### src/rtl/swc_alloc_pkg.sv
// Shared types for the swcore page-allocator arbiter: FSM states, op codes and
// the per-port op priority encoder.
package swc_alloc_pkg;

  typedef enum logic [1:0] {
    IDLE,
    ISSUE,
    WAIT
  } t_arb_state;

  typedef enum logic [1:0] {
    OP_ALLOC,
    OP_FREE,
    OP_SET_UCNT
  } t_alloc_op;

  // free > set_ucnt > alloc; the caller only asks when at least one is set
  function automatic t_alloc_op f_op_select(input logic alloc,
                                            input logic free,
                                            input logic set_ucnt);
    t_alloc_op op;
    if (free)
      op = OP_FREE;
    else if (set_ucnt)
      op = OP_SET_UCNT;
    else if (alloc)
      op = OP_ALLOC;
    else
      op = OP_ALLOC;
    return op;
  endfunction

endpackage

### src/rtl/swc_alloc_arbiter_if.sv
// Request/response and allocator-side bundle of swc_alloc_arbiter.
// SWC_ALLOC_USAGE_EN adds the per-port usage_o / usage_err_o outputs.
interface swc_alloc_arbiter_if #(
  parameter int g_num_ports   = 11,
  parameter int g_page_addr_w = 10,
  parameter int g_usecount_w  = 4
);

  logic [g_num_ports-1:0]                req_alloc_i;
  logic [g_num_ports-1:0]                req_free_i;
  logic [g_num_ports-1:0]                req_set_ucnt_i;
  logic [g_num_ports*g_page_addr_w-1:0]  req_pgaddr_i;
  logic [g_num_ports*g_usecount_w-1:0]   req_usecnt_i;

  logic [g_num_ports-1:0]                rsp_done_o;
  logic                                  rsp_nomem_o;
  logic [g_page_addr_w-1:0]              rsp_pgaddr_o;

  logic                                  mpm_alloc_o;
  logic                                  mpm_free_o;
  logic                                  mpm_set_ucnt_o;
  logic [g_page_addr_w-1:0]              mpm_pgaddr_o;
  logic [g_usecount_w-1:0]               mpm_usecnt_o;
  logic                                  mpm_idle_i;
  logic                                  mpm_done_i;
  logic [g_page_addr_w-1:0]              mpm_pgaddr_i;
  logic                                  mpm_nomem_i;

`ifdef SWC_ALLOC_USAGE_EN
  logic [g_num_ports*(g_page_addr_w+1)-1:0] usage_o;
  logic [g_num_ports-1:0]                   usage_err_o;
`endif

  // arbiter side
  modport master (
    input  req_alloc_i, req_free_i, req_set_ucnt_i, req_pgaddr_i, req_usecnt_i,
    output rsp_done_o, rsp_nomem_o, rsp_pgaddr_o,
    output mpm_alloc_o, mpm_free_o, mpm_set_ucnt_o, mpm_pgaddr_o, mpm_usecnt_o,
    input  mpm_idle_i, mpm_done_i, mpm_pgaddr_i, mpm_nomem_i
`ifdef SWC_ALLOC_USAGE_EN
    , output usage_o, usage_err_o
`endif
  );

  // requesters + allocator side
  modport slave (
    output req_alloc_i, req_free_i, req_set_ucnt_i, req_pgaddr_i, req_usecnt_i,
    input  rsp_done_o, rsp_nomem_o, rsp_pgaddr_o,
    input  mpm_alloc_o, mpm_free_o, mpm_set_ucnt_o, mpm_pgaddr_o, mpm_usecnt_o,
    output mpm_idle_i, mpm_done_i, mpm_pgaddr_i, mpm_nomem_i
`ifdef SWC_ALLOC_USAGE_EN
    , input usage_o, usage_err_o
`endif
  );

endinterface

### src/rtl/swc_rr_arbiter.sv
// Combinational round-robin picker: first set request at or after ptr_i,
// wrapping g_width-1 -> 0.
module swc_rr_arbiter #(
  parameter  int g_width = 4,
  localparam int IDX_W   = (g_width > 1) ? $clog2(g_width) : 1
) (
  input  logic [g_width-1:0] req_i,
  input  logic [IDX_W-1:0]   ptr_i,
  output logic [g_width-1:0] grant_o,
  output logic [IDX_W-1:0]   grant_idx_o,
  output logic               grant_vld_o
);

  logic [2*g_width-1:0] req_dbl;
  logic [g_width-1:0]   req_rot;

  // rotate so that bit 0 is the port at the pointer
  assign req_dbl = {req_i, req_i};
  assign req_rot = g_width'(req_dbl >> ptr_i);

  always_comb begin
    int unsigned pos;
    grant_vld_o = 1'b0;
    grant_idx_o = '0;
    pos         = 0;
    for (int unsigned i = 0; i < g_width; i++) begin
      if (!grant_vld_o && req_rot[i]) begin
        grant_vld_o = 1'b1;
        pos         = int'(ptr_i) + i;
        if (pos >= g_width)
          pos = pos - g_width;
        grant_idx_o = IDX_W'(pos);
      end
    end
    grant_o = '0;
    if (grant_vld_o)
      grant_o = g_width'(1) << grant_idx_o;
  end

endmodule

### src/rtl/swc_alloc_arbiter.sv
// Round-robin sharing of the swcore page allocator between g_num_ports requesters.
// Optional per-port page usage accounting under SWC_ALLOC_USAGE_EN.
module swc_alloc_arbiter
  import swc_alloc_pkg::*;
#(
  parameter int g_num_ports   = 11,
  parameter int g_page_addr_w = 10,
  parameter int g_usecount_w  = 4
) (
  input logic                  clk_i,
  input logic                  rst_n_i,
  swc_alloc_arbiter_if.master  bus
);

  localparam int IDX_W = (g_num_ports > 1) ? $clog2(g_num_ports) : 1;

  t_arb_state             state;
  t_alloc_op              op_q;
  logic [IDX_W-1:0]       rr_ptr;
  logic [IDX_W-1:0]       gnt_idx_q;
  logic [g_num_ports-1:0] gnt_oh_q;

  logic [g_num_ports-1:0]   alloc_ok;
  logic [g_num_ports-1:0]   any_req;
  logic [g_num_ports-1:0]   grant_oh;
  logic [IDX_W-1:0]         grant_idx;
  logic                     grant_vld;
  t_alloc_op                sel_op;
  logic [g_page_addr_w-1:0] sel_pgaddr;
  logic [g_usecount_w-1:0]  sel_usecnt;

  // allocs are invisible to arbitration while the allocator is out of pages
  assign alloc_ok = bus.req_alloc_i & {g_num_ports{~bus.mpm_nomem_i}};
  assign any_req  = alloc_ok | bus.req_free_i | bus.req_set_ucnt_i;

  swc_rr_arbiter #(
    .g_width (g_num_ports)
  ) u_rr_arbiter (
    .req_i       (any_req),
    .ptr_i       (rr_ptr),
    .grant_o     (grant_oh),
    .grant_idx_o (grant_idx),
    .grant_vld_o (grant_vld)
  );

  assign sel_op     = f_op_select(alloc_ok[grant_idx], bus.req_free_i[grant_idx],
                                  bus.req_set_ucnt_i[grant_idx]);
  assign sel_pgaddr = bus.req_pgaddr_i[grant_idx*g_page_addr_w +: g_page_addr_w];
  assign sel_usecnt = bus.req_usecnt_i[grant_idx*g_usecount_w +: g_usecount_w];

  always_ff @(posedge clk_i or negedge rst_n_i) begin
    if (!rst_n_i) begin
      state              <= IDLE;
      op_q               <= OP_ALLOC;
      rr_ptr             <= '0;
      gnt_idx_q          <= '0;
      gnt_oh_q           <= '0;
      bus.rsp_done_o     <= '0;
      bus.rsp_nomem_o    <= 1'b0;
      bus.rsp_pgaddr_o   <= '0;
      bus.mpm_alloc_o    <= 1'b0;
      bus.mpm_free_o     <= 1'b0;
      bus.mpm_set_ucnt_o <= 1'b0;
      bus.mpm_pgaddr_o   <= '0;
      bus.mpm_usecnt_o   <= '0;
    end else begin
      bus.rsp_done_o     <= '0;
      bus.mpm_alloc_o    <= 1'b0;
      bus.mpm_free_o     <= 1'b0;
      bus.mpm_set_ucnt_o <= 1'b0;
      case (state)
        IDLE: begin
          if (grant_vld && bus.mpm_idle_i) begin
            gnt_idx_q        <= grant_idx;
            gnt_oh_q         <= grant_oh;
            op_q             <= sel_op;
            bus.mpm_pgaddr_o <= sel_pgaddr;
            bus.mpm_usecnt_o <= sel_usecnt;
            state            <= ISSUE;
          end
        end
        ISSUE: begin
          case (op_q)
            OP_FREE:     bus.mpm_free_o     <= 1'b1;
            OP_SET_UCNT: bus.mpm_set_ucnt_o <= 1'b1;
            default:     bus.mpm_alloc_o    <= 1'b1;
          endcase
          state <= WAIT;
        end
        WAIT: begin
          if (bus.mpm_done_i) begin
            bus.rsp_done_o <= gnt_oh_q;
            if (op_q == OP_ALLOC) begin
              bus.rsp_pgaddr_o <= bus.mpm_pgaddr_i;
              bus.rsp_nomem_o  <= bus.mpm_nomem_i;
            end else begin
              bus.rsp_nomem_o  <= 1'b0;
            end
            rr_ptr <= (gnt_idx_q == IDX_W'(g_num_ports - 1)) ? '0 : gnt_idx_q + 1'b1;
            state  <= IDLE;
          end
        end
        default: state <= IDLE;
      endcase
    end
  end

`ifdef SWC_ALLOC_USAGE_EN
  localparam int CNT_W = g_page_addr_w + 1;

  logic [CNT_W-1:0]       usage_q [g_num_ports];
  logic [g_num_ports-1:0] usage_err_q;
  logic                   done_evt;

  assign done_evt = (state == WAIT) && bus.mpm_done_i;

  always_ff @(posedge clk_i or negedge rst_n_i) begin
    if (!rst_n_i) begin
      for (int unsigned p = 0; p < g_num_ports; p++)
        usage_q[p] <= '0;
      usage_err_q <= '0;
    end else if (done_evt) begin
      for (int unsigned p = 0; p < g_num_ports; p++) begin
        if (gnt_oh_q[p]) begin
          if (op_q == OP_ALLOC) begin
            if (!bus.mpm_nomem_i && usage_q[p] != {1'b1, {g_page_addr_w{1'b0}}})
              usage_q[p] <= usage_q[p] + 1'b1;
          end else if (op_q == OP_FREE) begin
            // freeing with nothing held is a requester bug; flag it, keep count at 0
            if (usage_q[p] == '0)
              usage_err_q[p] <= 1'b1;
            else
              usage_q[p] <= usage_q[p] - 1'b1;
          end
        end
      end
    end
  end

  for (genvar g = 0; g < g_num_ports; g++) begin : g_usage
    assign bus.usage_o[g*CNT_W +: CNT_W] = usage_q[g];
  end
  assign bus.usage_err_o = usage_err_q;
`endif

endmodule
### src/flat_wrapper.sv
// flat-port wrapper written by rule: the top's interface ports become plain ports
module swc_alloc_arbiter_flat import swc_alloc_pkg::*;
#(
  parameter int g_num_ports   = 11,
  parameter int g_page_addr_w = 10,
  parameter int g_usecount_w  = 4
)
  (clk_i, rst_n_i, bus_req_alloc_i, bus_req_free_i, bus_req_set_ucnt_i, bus_req_pgaddr_i, bus_req_usecnt_i, bus_rsp_done_o, bus_rsp_nomem_o, bus_rsp_pgaddr_o, bus_mpm_alloc_o, bus_mpm_free_o, bus_mpm_set_ucnt_o, bus_mpm_pgaddr_o, bus_mpm_usecnt_o, bus_mpm_idle_i, bus_mpm_done_i, bus_mpm_pgaddr_i, bus_mpm_nomem_i);
  swc_alloc_arbiter_if #(.g_num_ports(g_num_ports), .g_page_addr_w(g_page_addr_w), .g_usecount_w(g_usecount_w)) bus_i ();
  input logic clk_i;
  input logic rst_n_i;
  input wire logic [$bits(bus_i.req_alloc_i)-1:0] bus_req_alloc_i;
  input wire logic [$bits(bus_i.req_free_i)-1:0] bus_req_free_i;
  input wire logic [$bits(bus_i.req_set_ucnt_i)-1:0] bus_req_set_ucnt_i;
  input wire logic [$bits(bus_i.req_pgaddr_i)-1:0] bus_req_pgaddr_i;
  input wire logic [$bits(bus_i.req_usecnt_i)-1:0] bus_req_usecnt_i;
  output wire logic [$bits(bus_i.rsp_done_o)-1:0] bus_rsp_done_o;
  output wire logic [$bits(bus_i.rsp_nomem_o)-1:0] bus_rsp_nomem_o;
  output wire logic [$bits(bus_i.rsp_pgaddr_o)-1:0] bus_rsp_pgaddr_o;
  output wire logic [$bits(bus_i.mpm_alloc_o)-1:0] bus_mpm_alloc_o;
  output wire logic [$bits(bus_i.mpm_free_o)-1:0] bus_mpm_free_o;
  output wire logic [$bits(bus_i.mpm_set_ucnt_o)-1:0] bus_mpm_set_ucnt_o;
  output wire logic [$bits(bus_i.mpm_pgaddr_o)-1:0] bus_mpm_pgaddr_o;
  output wire logic [$bits(bus_i.mpm_usecnt_o)-1:0] bus_mpm_usecnt_o;
  input wire logic [$bits(bus_i.mpm_idle_i)-1:0] bus_mpm_idle_i;
  input wire logic [$bits(bus_i.mpm_done_i)-1:0] bus_mpm_done_i;
  input wire logic [$bits(bus_i.mpm_pgaddr_i)-1:0] bus_mpm_pgaddr_i;
  input wire logic [$bits(bus_i.mpm_nomem_i)-1:0] bus_mpm_nomem_i;
  assign bus_i.req_alloc_i = bus_req_alloc_i;
  assign bus_i.req_free_i = bus_req_free_i;
  assign bus_i.req_set_ucnt_i = bus_req_set_ucnt_i;
  assign bus_i.req_pgaddr_i = bus_req_pgaddr_i;
  assign bus_i.req_usecnt_i = bus_req_usecnt_i;
  assign bus_rsp_done_o = bus_i.rsp_done_o;
  assign bus_rsp_nomem_o = bus_i.rsp_nomem_o;
  assign bus_rsp_pgaddr_o = bus_i.rsp_pgaddr_o;
  assign bus_mpm_alloc_o = bus_i.mpm_alloc_o;
  assign bus_mpm_free_o = bus_i.mpm_free_o;
  assign bus_mpm_set_ucnt_o = bus_i.mpm_set_ucnt_o;
  assign bus_mpm_pgaddr_o = bus_i.mpm_pgaddr_o;
  assign bus_mpm_usecnt_o = bus_i.mpm_usecnt_o;
  assign bus_i.mpm_idle_i = bus_mpm_idle_i;
  assign bus_i.mpm_done_i = bus_mpm_done_i;
  assign bus_i.mpm_pgaddr_i = bus_mpm_pgaddr_i;
  assign bus_i.mpm_nomem_i = bus_mpm_nomem_i;
  swc_alloc_arbiter #(.g_num_ports(g_num_ports), .g_page_addr_w(g_page_addr_w), .g_usecount_w(g_usecount_w)) u_core (.clk_i(clk_i), .rst_n_i(rst_n_i), .bus(bus_i));
endmodule
### config.mk
export PLATFORM = sky130hd
export DESIGN_NAME = swc_alloc_arbiter_flat
export DESIGN_NICKNAME = d
export VERILOG_FILES = /design/src/rtl/swc_alloc_pkg.sv /design/src/rtl/swc_alloc_arbiter_if.sv /design/src/rtl/swc_rr_arbiter.sv /design/src/rtl/swc_alloc_arbiter.sv /design/src/flat_wrapper.sv
export SDC_FILE = /design/constraint.sdc
export NUM_CORES = 1
export LEC_CHECK = 0
export BUFFER_PORTS_ARGS = -buffer_cell sky130_fd_sc_hd__clkbuf_2
export CAP_MARGIN = 40
export CORE_UTILIZATION = 55
export DETAILED_ROUTE_END_ITERATION = 7
export PLACE_DENSITY = 0.84
export SYNTH_ARGS = -nofsm -noshare
export SYNTH_HDL_FRONTEND = slang
export SYNTH_SLANG_ARGS = --single-unit
### constraint.sdc
create_clock -name clk_i -period 12.75 [get_ports clk_i]
set_clock_uncertainty 0.2 [all_clocks]
set_input_delay 3.825 -clock clk_i [delete_from_list [all_inputs] [get_ports clk_i]]
set_output_delay 3.825 -clock clk_i [all_outputs]
set_load 0.005 [all_outputs]
==> flow_summary.ini, run 1 <==
[setup_path]
crit_chain = clkbuf_2 > or2b_1 > a211o_1 > a21boi_1 > a31oi_1 > mux2i_1 > nand4_2 > or4_1 > and3_1 > a41oi_4 > buf_4 > mux4_2 > nor3b_1 > or4_1 > a22o_1
cp.arrival_ns = 8.76
startpoint = bus_mpm_nomem_i
cp-start-kind = input pin
path_class = input pin to flop
timing.critical_path.mode_cell = or4_1
crit_buf_inv = 2
end_kind = flop
critPathSlowestCell = or4_1
cp_slowest_stage_delay_ns = 0.64
cp_top_family = simple AND/OR/NAND/NOR gates
crit_fanout = 45
r2r_start = u_core.rr_ptr[2]
regToRegSetupSlack_ns = 6.55
cp.required_ns = 12.76

[placement]
gp_congestion = 0.980
hpwl_mm = 18.9
port_buffers = 240
place_area_sq_um = 8110

[sta]
finalSetupTns_ns = 0
worst_pin_slew_ns = 0.965
rsz0062_at_grt = false
max_freq_mhz = 114
setup_viol_count_final = 0
hold_viol = 0
timing.hold.ws_ns = 0.284
maxSlewViolCount = 0
timing.final.crit_period_ns = 8.75
relSlewSlack_pct = 34.8
period_share_pct = 68.6

[synth]
synth_top_area_share_pct = 22.6
synth_area_sq_um = 6850
synth_ff_type = dfrtp_1
ys_ff_latch = 62
yosysSeqAreaShare_pct = 22.6
syn_area_per_cell_sq_um = 8.40
synth-simple-area-share_pct = 21.3
synth.area.mux_share_pct = 18.4
yosys_warnings = 0
synth_nets = 1037
synthDistinctLibCells = 81
synth_common_cells = nand2_1 (64), mux2i_1 (63), dfrtp_1 (62)
synth_compound_area_share_pct = 26.0
synth-edff-count = 0
yosysMostFrequentCell = nand2_1
yosysTopAreaCell = dfrtp_1
synth.area.top_cells = dfrtp_1 (23%), mux2i_1 (9.2%), mux2_2 (6.2%)
synth_top_family_by_area = compound AO/OA/AOI/OAI gates
synthAdderAreaFrac_pct = 3.47
synth-xor-area-share_pct = 3.32
async_flop_share_pct = 100
syn_inst = 816

[route]
viasPerCell = 6.34
wl_mm = 24.4
vias = 7583
first_pass_iters = 6
drtAntennaViolNets = 0
drt_iter0_drc = 931
drcViolationCount = 0
routedWlPerCell_microns = 20.4

[clock_network]
cts_hold_buffers = 0
root_buffer = clkbuf_16
postCtsSetupRepairBufs = 0
cts_max_level = 3
cts_sinks = 62
clk_pin_slew_ns = 0.05
clockBufferDepth = 2
numCtsBuffers = 9
cts-resized-gates = 0
cts_tree = done
clock_latency_ns = 0.32

[pwr]
leakagePower_nw = 3.93
ir_drop_mv = 0.423
power.density_nw_per_um2 = 375

[floorplanning]
initial_core_util_pct = 56.8
die_x_microns = 114
io_pins = 241
rows = 40
coreArea_sq_um = 12100
dieArea_sq_um = 12900
die_y_microns = 114

[cells_and_area]
fillers = 1000
fin_nets = 1245
drive_gt1_share_pct = 33.4
area_growth_pct = 22.6
ff_latch_area_sq_um = 1550
final_area_sq_um = 8400
multiInputGateArea_sq_um = 4990

[run]
maxCapViolCount = 0

[grt]
grt_max_degree = 63
grt_pass1_vias = 7018
grt.total_usage_pct = 37.7
grt_antenna_before_repair = 2
grt_pass1_wl_mm = 37.5
grt_overflow_total = 0

[min_path]
min_from = u_core.bus.rsp_nomem_o
holdCritPathClass = flop to flop

[outcome]
status = complete, no violations
[worst reg2reg max path: stages, from the launching register on]
cell       delay, ns
dfrtp_1         0.32
buf_4           0.37
inv_1           0.51
ha_1            0.65
a211oi_1        0.37
nor2_1          0.11
a211oi_1        0.23
buf_4           0.20
o2111ai_1       0.13
or4_1           0.50
and3_1          0.23
a41oi_4         0.19
buf_4           0.56
mux4_2          0.64
nor3b_1         0.15
or4_1           0.52
a22o_1          0.20
[power breakdown]
| group | switching [mW] | leakage (nW) | internal [mW] |
|---|---|---|---|
| Combinational | 1.57 | 2.99 | 1.04 |
| Clock | 0.0815 | 0.141 | 0.155 |
| Sequential | 0.0436 | 0.800 | 0.266 |
[layer usage]
metal  routed length [microns]  vias to the layer above  part of all wire [%]  track usage (%)
li1                          -                     3521                     -                -
met2                     11200                      424                    46             59.2
met1                     10100                     3580                    42             51.1
met4                       609                        0                   2.5             10.4
met3                      2410                       58                   9.9             9.88
met5                         0                        -                     0                0
[registers in the layout, indices dropped and copies added, names as in the netlist]
signal,count
u_core.bus.rsp_done_o,11
u_core.bus.mpm_alloc_o,1
u_core.bus.rsp_nomem_o,1
u_core.op_q,2
u_core.gnt_idx_q,4
u_core.rr_ptr,4
u_core.bus.mpm_pgaddr_o,10
u_core.bus.mpm_set_ucnt_o,1
u_core.state,2
u_core.bus.mpm_usecnt_o,4
u_core.bus.rsp_pgaddr_o,10
u_core.gnt_oh_q,11
u_core.bus.mpm_free_o,1
[logic make-up (layout without fill, tap and decap cells)]
family	Yosys count	after routing
buffers and inverters	72	284
AOI/OAI and AO/OA	245	245
muxes	110	110
xor gates and xnor gates	26	26
other	0	1
DFF	62	62
adders and majority gates	19	19
and+or+nand+nor	282	282
[cell type report]
cell class,instances,share of cell area (%)
clock buffers,11,2.89
diodes,1,0.0298
multi-input cells,682,59.3
clock inverters,4,0.566
inverters,15,0.670
well taps,168,2.50
flip-flops and latches,62,18.5
repair buffers,254,15.5
[stage by stage]
step	setup slack [ns]	utilization [%]	total power, mW	std cells
6_report	4.00	69.7	3.15	1197
2_1_floorplan	4.71	-	2.27	816
3_5_place_dp	3.75	67.2	2.84	1181
3_3_place_gp	3.80	67.2	2.82	1181
5_1_grt	3.72	69.6	3.36	1196
4_1_cts	4.08	69.6	3.09	1196
[path summary, 6_finish.rpt]
kind / to / depth (start not counted)
setup / recovery: u_core.op_q[1] / 15
hold / removal: u_core.bus.rsp_nomem_o / 2
setup reg to reg: u_core.op_q[1] / 16
hold reg to reg: u_core.bus.rsp_nomem_o / 2
max in group asynchronous: u_core.gnt_oh_q[5] / 2
min in group asynchronous: u_core.bus.rsp_nomem_o / 2
[layout by cell type, fill, tap and decap left out, drive strengths merged, types with 17 or more instances in the layout]
master / n
a21oi: 30
a22oi: 32
and2: 28
clkbuf: 251
dfrtp: 62
ha: 19
mux2: 38
mux2i: 63
nand2: 64
nand2b: 17
nand3: 41
nor2: 59
nor3: 20
o21ai: 47
xnor2: 25
(Power assumes the default switching activity.)
==> run 2, diff against run 1 <==
CORE_UTILIZATION = 47   (was 55)
PLACE_DENSITY = 0.76   (was 0.84)
clock period = 7.2 ns   (was 12.75 ns; I/O delays follow)
==> run 2 against run 1 <==
Effect of this change: hold slack worse by 0.012 ns; via count up 0.46%; non-clock buffer count up 11; sequential power up 83%; register-to-register slack worse by 5.1 ns; setup slack worse by 3.4 ns; critical path depth unchanged; flip-flop and latch count unchanged; count of clock-buffer cells in the layout up 1; global-route usage down 4.2 points; highest routed layer unchanged.
==> flow_summary.ini, run 2 (same netlist as run 1, synthesis figures left out) <==
[cells_and_area]
most-common-layout-cells = clkbuf_2 (240), nand2_1 (64), mux2i_1 (63)
area_growth_pct = 24.5
antenna_cells = 0
top_regs = u_core.bus.rsp_done_o x11, u_core.gnt_oh_q x11
layout_commonest_cell = clkbuf_2
fin_util_pct = 60.8
drive_gt1_share_pct = 34.1
fin_nets = 1256
fillers = 1279

[sta]
finalSetupTns_ns = 0
rsz0062_at_grt = false
relSlewSlack_pct = 41.2
period_share_pct = 92.2
max_freq_mhz = 151
timing.final.crit_period_ns = 6.64
worst_pin_slew_ns = 0.877
setup_viol_count_final = 0
hold_viol = 0
maxSlewViolCount = 0

[clock_network]
cts_tree = done
cts_hold_buffers = 0
clk_pin_slew_ns = 0.06
clock_latency_ns = 0.33
clockBufferDepth = 2
postCtsSetupRepairBufs = 0
numCtsBuffers = 9
cts_max_level = 3
cts-resized-gates = 0
cts_sinks = 62
root_buffer = clkbuf_16

[route]
viasPerCell = 6.24
wl_mm = 25.2
drcViolationCount = 0
first_pass_iters = 5
drt_iter0_drc = 742
drtAntennaViolNets = 0
routedWlPerCell_microns = 20.7
vias = 7618

[floorplanning]
initial_core_util_pct = 48.8
io_pins = 241
dieArea_sq_um = 15100
die_y_microns = 123
coreArea_sq_um = 14000
die_x_microns = 123
rows = 43

[setup_path]
critPathSlowestCell = or4_1
end_kind = flop
regToRegSetupSlack_ns = 1.41
path_class = input pin to flop
crit_fanout = 35
cp.required_ns = 7.22
cp_slowest_stage_delay_ns = 0.62
r2r_start = u_core.rr_ptr[0]
r2r_cells = 14
crit_chain = clkbuf_2 > or2b_1 > a211o_1 > a21boi_1 > a31oi_1 > mux2i_1 > nand4_2 > or4_1 > and3_1 > a41oi_4 > buf_4 > mux2i_1 > nor4_1 > or4_1 > a22o_1
cp.arrival_ns = 6.66
cp-start-kind = input pin
r2r_end = u_core.op_q[1]

[pwr]
switching_share_pct = 52.9
p_seq_share_pct = 9.9
ir_drop_mv = 0.619
power.density_nw_per_um2 = 667
power.share.combinational_pct = 82.3
clock_power_share_pct = 7.7
p_sw_mw = 3.01
p_int_mw = 2.68
leakagePower_nw = 4.00

[grt]
grt_max_degree = 63
grt_antenna_before_repair = 0
grt_overflow_total = 0
grt_pass1_vias = 7002
grt.total_usage_pct = 33.4
grt_pass1_wl_mm = 38.2

[placement]
hpwl_mm = 20.0
gp_congestion = 0.989
port_buffers = 240

[outcome]
status = complete, no violations

[min_path]
holdCritPathClass = flop to flop
whs_path_depth = 2
min_to = u_core.bus.rsp_nomem_o
min_from = u_core.bus.rsp_nomem_o

[run]
maxCapViolCount = 0
==> run 2: how the worst max path moves through the flow <==
stage                     startpoint              to  cells after the start
2_1_floorplan        bus_mpm_nomem_i  u_core.op_q[1]                     16
3_3_place_gp   bus_req_set_ucnt_i[9]  u_core.op_q[1]                     15
3_5_place_dp         bus_mpm_nomem_i  u_core.op_q[1]                     15
4_1_cts              bus_mpm_nomem_i  u_core.op_q[1]                     15
5_1_grt              bus_mpm_nomem_i  u_core.op_q[1]                     15
6_report             bus_mpm_nomem_i  u_core.op_q[1]                     15
==> run 2: power groups by stage <==
stage	clock [mW]	sequential [mW]	combinational, mW
after floorplan	0	0.546	3.48
after global placement	0	0.562	4.57
after detailed placement	0	0.567	4.59
after CTS	0.445	0.563	4.61
after global routing	0.461	0.579	5.04
final	0.440	0.566	4.69
==> run 2: per-layer routing <==
layer	wire (microns)	share of wire (%)	global-route usage, %
met1	10900	43	46.9
met2	11400	45	49.7
met5	0	0	0
met4	849	3.4	13.6
met3	2040	8.1	6.92
==> run 2: metrics by stage <==
| step | hold slack (ns) | worst slack [ns] | cells | total power [mW] | instance area, sq um |
|---|---|---|---|---|---|
| floorplan | 0.254 | 0.825 | 816 | 4.03 | 6850 |
| CTS | 0.272 | 0.626 | 1220 | 5.62 | 8530 |
| global route | 0.295 | 0.297 | 1220 | 6.08 | 8530 |
| detailed placement | 0.260 | 0.306 | 1204 | 5.16 | 8220 |
| global placement | 0.261 | 0.366 | 1204 | 5.14 | 8220 |
| finish | 0.272 | 0.561 | 1220 | 5.69 | 8530 |
==> run 2: layout make-up <==
type	count	area [sq um]	area share (%)
clock buffer	12	256	3.01
timing repair buffer	265	1400	16.4
clock inverter	4	55.1	0.645
sequential	62	1550	18.2
multi-input combinational	682	4990	58.4
inverter	15	56.3	0.660
tap	180	225	2.64
==> run 2: critical path, delay by kind of cell <==
kind                   cells  cell delay [ns]
multiplexers               2             0.84
AO/OA/AOI/OAI              5             1.09
AND/OR/NAND/NOR            6             1.84
buffers and inverters      2             0.72
